===== config.mk =====
export PLATFORM = sky130hd
export DESIGN_NAME = sram_port_arbiter
export DESIGN_NICKNAME = d
export VERILOG_FILES = /design/src/rtl/sram_port_arbiter.sv
export SDC_FILE = /design/constraint.sdc
export NUM_CORES = 1
export LEC_CHECK = 0
export CAP_MARGIN = 20
export CORE_AREA = 2 2 105 107
export DETAILED_ROUTE_END_ITERATION = 10
export DIE_AREA = 0 0 107 109
export DONT_BUFFER_PORTS = 1
export SYNTH_ARGS = -nofsm -noshare
export SYNTH_HDL_FRONTEND = slang
export SYNTH_SLANG_ARGS = --single-unit

===== constraint.sdc =====
create_clock -name HCLK -period 4 [get_ports HCLK]
set_input_delay 0.8 -clock HCLK [delete_from_list [all_inputs] [get_ports HCLK]]
set_output_delay 0.8 -clock HCLK [all_outputs]
set_load 0.03 [all_outputs]

===== src/rtl/sram_port_arbiter.sv =====
// Two-port SRAM arbiter: grants one of two requesters access to a single
// SRAM command port, with optional burst hold (lock) and a wait timeout.
// Optional feature: define SRAM_ARB_ROUND_ROBIN_EN for round-robin tie
// breaking; otherwise p0 wins simultaneous requests.
//
// state | meaning
// IDLE  | no owner active; pick a winner from pending requests
// SERVE | owner's command is presented to the SRAM, waiting for mem_ack
// HOLD  | owner keeps the grant between burst beats (lock=1)
module sram_port_arbiter #(
    parameter int unsigned MEM_AWIDTH = 19,
    parameter logic [7:0]  TIMEOUT    = 8'd16
) (
    input  logic                  HCLK,
    input  logic                  HRESET,
    input  logic                  p0_req,
    input  logic                  p1_req,
    input  logic                  p0_lock,
    input  logic                  p1_lock,
    input  logic                  p0_write,
    input  logic                  p1_write,
    input  logic [2:0]            p0_size,
    input  logic [2:0]            p1_size,
    input  logic [MEM_AWIDTH-1:0] p0_addr,
    input  logic [MEM_AWIDTH-1:0] p1_addr,
    input  logic [31:0]           p0_wdata,
    input  logic [31:0]           p1_wdata,
    output logic                  p0_ack,
    output logic                  p1_ack,
    output logic                  p0_err,
    output logic                  p1_err,
    output logic [31:0]           p0_rdata,
    output logic [31:0]           p1_rdata,
    output logic                  p0_busy,
    output logic                  p1_busy,
    output logic                  mem_req,
    output logic                  mem_write,
    output logic [2:0]            mem_size,
    output logic [MEM_AWIDTH-1:0] mem_addr,
    output logic [31:0]           mem_wdata,
    input  logic                  mem_ack,
    input  logic [31:0]           mem_rdata
);

    typedef enum logic [1:0] {
        IDLE  = 2'd0,
        SERVE = 2'd1,
        HOLD  = 2'd2
    } state_t;

    state_t     state, state_nxt;
    logic       owner, owner_nxt;
    logic [7:0] wait_cnt, wait_cnt_nxt;
    logic       winner;
    logic       own_req, own_lock;
    logic       timeout_hit;
    logic       ack_own, err_own;

`ifdef SRAM_ARB_ROUND_ROBIN_EN
    logic       last_owner, last_owner_nxt;
`endif

    assign own_req   = owner ? p1_req  : p0_req;
    assign own_lock  = owner ? p1_lock : p0_lock;

    // Command path follows the registered owner; only meaningful in SERVE.
    assign mem_write = owner ? p1_write : p0_write;
    assign mem_size  = owner ? p1_size  : p0_size;
    assign mem_addr  = owner ? p1_addr  : p0_addr;
    assign mem_wdata = owner ? p1_wdata : p0_wdata;

    assign p0_rdata  = mem_rdata;
    assign p1_rdata  = mem_rdata;

    // wait_cnt holds the number of earlier SERVE cycles without ack, so the
    // TIMEOUT-th waiting cycle is the one where it equals TIMEOUT-1.
    assign timeout_hit = (TIMEOUT != 8'd0) && (wait_cnt == (TIMEOUT - 8'd1));

    // Winner selection among pending requests in IDLE.
    always_comb begin
`ifdef SRAM_ARB_ROUND_ROBIN_EN
        winner = (p0_req && p1_req) ? ~last_owner : ~p0_req;
`else
        winner = ~p0_req;
`endif
    end

    // Next-state logic and all control outputs.
    always_comb begin
        state_nxt    = state;
        owner_nxt    = owner;
        wait_cnt_nxt = wait_cnt;
        mem_req      = 1'b0;
        ack_own      = 1'b0;
        err_own      = 1'b0;
`ifdef SRAM_ARB_ROUND_ROBIN_EN
        last_owner_nxt = last_owner;
`endif
        case (state)
            IDLE: begin
                if (p0_req || p1_req) begin
                    state_nxt    = SERVE;
                    owner_nxt    = winner;
                    wait_cnt_nxt = 8'd0;
`ifdef SRAM_ARB_ROUND_ROBIN_EN
                    last_owner_nxt = winner;
`endif
                end
            end
            SERVE: begin
                mem_req = 1'b1;
                if (mem_ack) begin
                    ack_own   = 1'b1;
                    state_nxt = own_lock ? HOLD : IDLE;
                end else if (timeout_hit) begin
                    err_own   = 1'b1;
                    state_nxt = IDLE;
                end else if (wait_cnt != 8'hFF) begin
                    wait_cnt_nxt = wait_cnt + 8'd1;
                end
            end
            HOLD: begin
                if (own_req) begin
                    state_nxt    = SERVE;
                    wait_cnt_nxt = 8'd0;
                end else if (!own_lock) begin
                    state_nxt = IDLE;
                end
            end
            default: begin
                state_nxt = IDLE;
            end
        endcase

        p0_ack  = ack_own & ~owner;
        p1_ack  = ack_own &  owner;
        p0_err  = err_own & ~owner;
        p1_err  = err_own &  owner;
        p0_busy = (state != IDLE) &&  owner;
        p1_busy = (state != IDLE) && !owner;

        // Reset silences the outputs immediately, even before the edge that
        // returns the FSM to IDLE.
        if (HRESET) begin
            mem_req = 1'b0;
            p0_ack  = 1'b0;
            p1_ack  = 1'b0;
            p0_err  = 1'b0;
            p1_err  = 1'b0;
            p0_busy = 1'b0;
            p1_busy = 1'b0;
        end
    end

    // State, owner and wait counter registers.
    always_ff @(posedge HCLK) begin
        if (HRESET) begin
            state    <= IDLE;
            owner    <= 1'b0;
            wait_cnt <= 8'd0;
`ifdef SRAM_ARB_ROUND_ROBIN_EN
            last_owner <= 1'b1;
`endif
        end else begin
            state    <= state_nxt;
            owner    <= owner_nxt;
            wait_cnt <= wait_cnt_nxt;
`ifdef SRAM_ARB_ROUND_ROBIN_EN
            last_owner <= last_owner_nxt;
`endif
        end
    end

endmodule


Word-level counts from Yosys, hierarchy flattened
Cells that the tools add are included.

word-level totals
  flip-flop bits (word level) = 11
  input bits = 149
  output and inout port bits = 126
  logic and storage cells = 63

cells by class
  add/subtract/negate cells = 1
  eq/ne operators = 11
  muxes and demuxes = 32
  bitwise operators = 6
  reductions and logical operators = 10

operators with widths
  cell                   number
  $mux W8                5
  $mux W32               1
  $pmux W8 S3            1
  $mux W19               1
  $mux W1                16
  $mux W2                6
  $ne A2 B2 Y1 const B   5
  $add A8 B1 Y8 const B  1
  $eq A8 B4 Y1 const B   1
  $ne A8 B8 Y1 const B   1
  $ne A3 B3 Y1 const B   2
  $pmux W2 S3            1
  $reduce_and A6 Y1      1
  $and A1 B1 Y1          4
  $mux W3                1
  $reduce_and A3 Y1      1
  $reduce_bool A3 Y1     1
  $eq A2 B1 Y1 const B   1
  $eq A2 B2 Y1 const B   1
  $logic_and A1 B1 Y1    2
  $logic_not A2 Y1       1
  $not A1 Y1             2
  $reduce_and A2 Y1      1
  $reduce_bool A2 Y1     1
  other kinds (2)        2

Longest topological paths before layout
Gate-level depths: netlist of run 1.

  depth in word-level cells = 6
  mapped depth = 6
  depth with buffers taken out = 6

Worst setup path before layout of run 1
OpenSTA, ideal clock, no wires.

  path kind = input to output
  start point = input HRESET
  end point = output p1_err
  data arrival time = 2.062 ns
  data required time = 3.200 ns
  setup slack = 1.138 ns
  stages = 3
  path buffers = 0
  path through = inv_1 nand2_1 nor4b_1

between the ends
  longest elaborated chain between the ends = 1

ends and longest elaborated chain
  what             line  source
  start, declared  15    input logic HRESET,
  $mux W1          144   if (HRESET) begin
  end, declared    31    output logic p1_err,

No other way between the ends.

Final worst setup path of run 1
  start point = register owner
  end point = output mem_wdata[30]

between the ends
  longest elaborated chain between the ends = 1

ends and longest elaborated chain
  what                    line  source
  start, declared         52    logic owner, owner_nxt;
  start signal, assigned  166   owner <= owner_nxt;
  $mux W32                70    assign mem_wdata = owner ? p1_wdata : p0_wdata;
  end, declared           40    output logic [31:0] mem_wdata,

No other way between the ends.

==> metrics.csv, run 1 <==
stage,metric,value,unit
setup_path,critPathRequiredTime,3.20,ns
synth,ys_ff_latch,11,
grt,grt_use_total,12.8,%
clock_tree,cts.sinks,11,
final_layout,drive_gt1_share,50.3,%
timing,min_period,2.98,ns
synth,synth-edff-count,0,
grt,gr-total-overflow,0,
floorplanning,start_util,18.1,%
grt,grt_pass1_wl,10.0,mm
final_layout,nets,302,
final_layout,syn2layout_area_growth,-14.1,%
routing,drt_iter0_drc,50,
floorplanning,coreArea,10600,um2
pwr,ir_drop,194,uV
timing,tightest_slew,1.02,ns
floorplanning,rows,38,
clock_tree,post_cts_buffers,0,
setup_path,r2r_cells,4,
routing,drt-pass1-iter-count,4,
timing,slew_viol_final,0,
timing,fin_crit_sh,74.6,%
hold_path,hold_depth,2,
grt,grt_pass1_vias,1289,
floorplanning,die_x,107,um
synth,yosysSeqAreaShare,11.5,%
timing,relSlewSlack,32.2,%
floorplanning,ios,275,
placement,numPortBuffers,0,
timing,setup_viol,0,
timing,rsz0062_at_grt,no,
final_layout,multi_input_area,1160,um2
synth,syn_nets,368,
floorplanning,fp.dieH,109,um
placement,dpl_worst_slack,1.25,ns
routing,wl_per_cell,28.0,um
synth,syn_inst,218,
grt,antenna_found_initial,10,
final_layout,seq_area,221,um2
synth,async_flop_share,0,%
routing,finalWirelength,8.24,mm
timing,fin_worst_skew,0.000866,ns
final_layout,fillers,1207,
grt,grt_max_degree,44,
synth,syn_avg_cell_area,8.81,um2
routing,drtAntennaViolNets,0,
clock_tree,ctsHoldBuffers,0,
setup_path,rrSetupSlack,1.85,ns
setup_path,crit_type,flop to output pin,
setup_path,start_kind,flop,
routing,drc,0,
placement,routabilityCongestion,0.854,
setup_path,r2r_start,owner$_SDFFE_PP0P_,
timing,fmax,0.335,GHz
clock_tree,clkSlewWorstSetupHoldPaths,0.05,ns
clock_tree,cts.path.max_buffers,2,
timing,hold_viol,0,
hold_path,min_path_type,flop to flop,
synth,synth.cell_area,1920,um2
routing,via_per_inst,4.73,
clock_tree,cts_resized,0,
timing,tns,0,ns
setup_path,r2r-end,wait_cnt[6]$_SDFFE_PP0P_,
setup_path,crit_fanout,43,
synth,synth_cell_types,46,
placement,dp_hpwl,7.22,mm
clock_tree,cts_tree,built,
setup_path,worstSetupEndpointType,output pin,
synth,synthFlopType,dfxtp_1,
status,status,"complete, no violations",
hold_path,hold_start,wait_cnt[1]$_SDFFE_PP0P_,
clock_tree,cts_buffers,3,
clock_tree,clk_latency,0.24,ns
clock_tree,htree_num_levels,1,
pwr,powerDensity,292,nW/um2
hold_path,min_to,wait_cnt[1]$_SDFFE_PP0P_,
job,maxCapViolations,0,
timing,worst_slack,1.02,ns
clock_tree,cts-root-buf,clkbuf_8,
synth,yosysWarnings,0,
pwr,leakagePower,0.486,nW
floorplanning,die-area,11700,um2
setup_path,critPathArrivalTime,2.18,ns
routing,dr_total_vias,1391,
[power breakdown]
group / leakage [nW] / switching, mW / total, mW / internal [mW]
registers: 0.0896 / 0.0153 / 0.128 / 0.113
logic: 0.374 / 0.166 / 0.237 / 0.0709
clock network: 0.0228 / 0.0467 / 0.117 / 0.0704
[per-stage QoR]
stage	power [mW]	hold WS [ns]	cells	utilization (%)	cell area [um2]
2_1_floorplan	0.461	0.446	218	-	1920
3_3_place_gp	0.367	0.460	287	15.1	1600
3_5_place_dp	0.367	0.474	287	15.1	1600
4_1_cts	0.486	0.482	291	15.5	1640
5_1_grt	0.502	0.513	293	15.5	1650
6_report	0.483	0.479	294	15.6	1650
[Yosys cell counts, types with 2 or more instances]
cell type | number | area [um2]
a31oi_1 | 2 | 12.5
a221oi_2 | 3 | 45.0
and3_1 | 2 | 12.5
o21ai_0 | 5 | 25.0
and4_1 | 2 | 17.5
mux2_2 | 55 | 619
mux2i_1 | 2 | 20.0
nor2_1 | 6 | 22.5
o21ai_1 | 2 | 10.0
nand2b_1 | 2 | 12.5
nand2_1 | 7 | 26.3
and2_1 | 2 | 12.5
nor3_1 | 2 | 10.0
a211oi_1 | 4 | 30.0
o31ai_1 | 2 | 15.0
buf_4 | 64 | 480
nand3_1 | 4 | 20.0
a21oi_1 | 3 | 15.0
inv_1 | 6 | 22.5
buf_2 | 7 | 35.0
dfxtp_1 | 11 | 220
[layout by cell type (no fill, tap or decap), types with 2 or more instances in the layout]
master and count:
dfxtp_1 10, o21ai_1 2, a211oi_1 4, and4_1 2
nor3_1 2, nor2_1 6, nand3_1 4, buf_4 3
a21oi_1 3, clkbuf_8 3, diode_2 3, o31ai_1 2
and2_1 2, a221oi_2 3, nand2b_1 2, and3_1 2
nand2_1 7, a31oi_1 2, o21ai_0 5, mux2_2 55
mux2i_1 2, inv_1 6
[registers in the layout (all words and copies together) (netlist names)]
name      cells
owner         1
wait_cnt      8
state         2
[how the worst max path moves through the flow]
stage,from,to,depth (start not counted)
6_report,owner$_SDFFE_PP0P_,mem_wdata[30],2
5_1_grt,state[0]$_SDFFE_PP0P_,p0_ack,6
4_1_cts,owner$_SDFFE_PP0P_,mem_wdata[30],2
3_5_place_dp,HRESET,p0_ack,5
3_3_place_gp,HRESET,p0_ack,5
2_1_floorplan,HRESET,p1_err,3
[critical path: stages, from the launching register on]
cell and delay [ns]:
dfxtp_2 0.98, buf_4 0.43, mux2_2 0.48
[area by class of cell]
cell class | instances | area share, %
antenna | 3 | 0.455
clock buffer | 4 | 2.73
inverter | 6 | 1.36
multi-input combinational | 127 | 70.1
sequential | 11 | 13.4
tap | 140 | 10.6
timing repair buffer | 3 | 1.36
[cell families after synthesis]
logic type,synth area share [%]
AO/OA/AOI/OAI,14.7
flip-flops,11.5
adder cells (fa/ha/maj),0.651
buffers and inverters,29.0
multiplexers,33.3
AND/OR/NAND/NOR,10.9
[per-layer routing]
layer | global-route usage, % | share of wire [%] | vias to the layer above | wire length (um)
li1 | - | - | 588 | -
met1 | 15.0 | 40 | 626 | 3290
met2 | 19.0 | 44 | 138 | 3610
met3 | 8.49 | 14 | 31 | 1180
met4 | 3.71 | 1.2 | 8 | 99
met5 | 0 | 0.67 | - | 55
No activity file was read; power rests on OpenSTA's default activity.
==> run 2, diff against run 1 <==
==> constraint.sdc (replaced) <==
create_clock -name HCLK -period 2.4 [get_ports HCLK]
set_input_delay 0.48 -clock HCLK [delete_from_list [all_inputs] [get_ports HCLK]]
set_output_delay 0.48 -clock HCLK [all_outputs]
set_load 0.03 [all_outputs]
==> run 2 against run 1 <==
Against the previous run: global-route usage down 2.9 points; flip-flop and latch count unchanged; register-to-register slack worse by 1.2 ns; largest cell class unchanged; worst setup slack worse by 0.87 ns; sequential power up 53%; critical endpoint is now p1_err; power up 65%.
==> metrics.csv, run 2 (synthesis results as in run 1) <==
stage,metric,value,unit,change
grt,gr-total-overflow,0,,unchanged
timing,hold_viol,0,,unchanged
routing,finalWirelength,6.60,mm,-20%
timing,slew_viol_final,0,,unchanged
routing,wl_per_cell,22.3,um,-20%
timing,whs,0.301,ns,-0.179 ns
grt,grt_pass1_wl,8.07,mm,-19%
timing,fin_crit_sh,94.1,%,
clock_tree,cts_resized,0,,unchanged
final_layout,multi_input_area,1150,um2,-0.54%
floorplanning,die-area,11700,um2,unchanged
setup_path,critPathArrivalTime,1.78,ns,-0.40 ns
clock_tree,cts.path.max_buffers,2,,unchanged
setup_path,crit_type,flop to output pin,,
pwr,total_power,0.796,mW,+65%
placement,placedCellCount,292,,+1.7%
timing,min_period,2.26,ns,
timing,tns,0,ns,unchanged
setup_path,worstSetupEndpointType,output pin,,
final_layout,fillers,1180,,-2.2%
routing,drt-pass1-iter-count,4,,unchanged
timing,fin_worst_skew,0.00228,ns,+0.00142 ns
final_layout,diodes,0,,-3
timing,fmax,0.443,GHz,
floorplanning,start_util,18.1,%,unchanged
routing,drc,0,,unchanged
clock_tree,cts-root-buf,clkbuf_8,,
final_layout,final_cell_mix,"mux2_2 (55), dfxtp_1 (10), nand2_1 (7), buf_4 (7)",,
final_layout,seq_area,221,um2,unchanged
routing,dr_total_vias,1327,,-4.6%
final_layout,nets,307,,+1.7%
timing,relSlewSlack,73.5,%,+41 points
job,maxCapViolations,0,,unchanged
clock_tree,clk_latency,0.24,ns,about the same
timing,setup_viol,0,,unchanged
setup_path,critPathRequiredTime,1.92,ns,-1.28 ns
routing,drtAntennaViolNets,0,,unchanged
final_layout,syn2layout_area_growth,-12.1,%,
floorplanning,rows,38,,unchanged
final_layout,final_cells,296,,+0.68%
clock_tree,cts_buffers,3,,unchanged
clock_tree,post_cts_buffers,0,,unchanged
routing,drt_iter0_drc,86,,+72%
timing,rsz0062_at_grt,no,,
final_layout,registers.top_by_ff_count,wait_cnt,,
setup_path,start_kind,flop,,
final_layout,largest_reg_flops,8,,unchanged
clock_tree,htree_num_levels,1,,unchanged
placement,dp_hpwl,5.76,mm,-20%
setup_path,rrSetupSlack,0.67,ns,-1.18 ns
floorplanning,die_x,107,um,unchanged
clock_tree,cts_tree,built,,
floorplanning,ios,275,,unchanged
grt,grt_max_degree,63,,+43%
timing,tightest_slew,0.398,ns,-0.619 ns
placement,numPortBuffers,0,,unchanged
clock_tree,clkSlewWorstSetupHoldPaths,0.05,ns,about the same
final_layout,drive_gt1_share,51.9,%,+1.6 points
grt,grt_use_total,9.85,%,-2.9 points
clock_tree,ctsHoldBuffers,0,,unchanged
placement,routabilityCongestion,0.856,,+0.25%
hold_path,min_path_type,input port to flop,,
pwr,ir_drop,162,uV,-16%
grt,antenna_found_initial,0,,-10
pwr,powerDensity,472,nW/um2,+61%
routing,via_per_inst,4.48,,-5.2%
final_layout,largestRegisters,"wait_cnt: 8 flops, state: 2 flops, owner: 1 flops",,
clock_tree,cts.sinks,11,,unchanged
final_layout,final_common_cell,mux2_2,,
pwr,leakagePower,0.519,nW,+6.7%
floorplanning,fp.dieH,109,um,unchanged
setup_path,crit_fanout,9,,-79%
floorplanning,coreArea,10600,um2,unchanged
grt,grt_pass1_vias,1196,,-7.2%
status,status,"complete, no violations",,
run 2: path summary, 6_finish.rpt:
kind | startpoint | to | cells past startpoint
max reg2reg | wait_cnt[0]$_SDFFE_PP0P_ | wait_cnt[2]$_SDFFE_PP0P_ | 5
min | HRESET | wait_cnt[7]$_SDFFE_PP0P_ | 1
max | wait_cnt[0]$_SDFFE_PP0P_ | p1_err | 5
min reg2reg | wait_cnt[1]$_SDFFE_PP0P_ | wait_cnt[1]$_SDFFE_PP0P_ | 2
run 2: cell type report:
cell class	count	share of cell area, %
clock buffer	3	2.45
clock inverter	1	0.297
inverter	6	1.33
multi-input combinational	127	68.1
sequential	11	13.1
tap	140	10.4
timing repair buffer	8	4.30
run 2: power breakdown:
group          switching [mW]  total [mW]  internal, mW
sequential            0.00738       0.196         0.188
combinational           0.288       0.413         0.125
clock                  0.0735       0.188         0.114
run 2: per-layer routing:
| layer | vias to the layer above | GRT usage [%] | part of all wire, % | wire (um) |
|---|---|---|---|---|
| met4 | 0 | 2.32 | 0.58 | 38 |
| li1 | 596 | - | - | - |
| met1 | 619 | 10.6 | 35 | 2330 |
| met5 | - | 0 | 0 | 0 |
| met3 | 4 | 4.00 | 12 | 764 |
| met2 | 108 | 18.0 | 52 | 3460 |
run 2: worst max-delay path, stage by stage (launching register included):
cell and delay (ns):
dfxtp_1 0.37, ha_1 0.22, and3_1 0.37, nand2_1 0.14, nor4b_2 0.24, buf_4 0.20
run 2: metrics by stage:
step	setup slack [ns]	area, um2	utilization, %
final	0.143	1690	15.9
after global placement	0.451	1640	15.5
after floorplan	0.0540	1930	-
after detailed placement	0.397	1640	15.5
after global routing	0.0215	1690	15.9
after CTS	0.133	1690	15.9
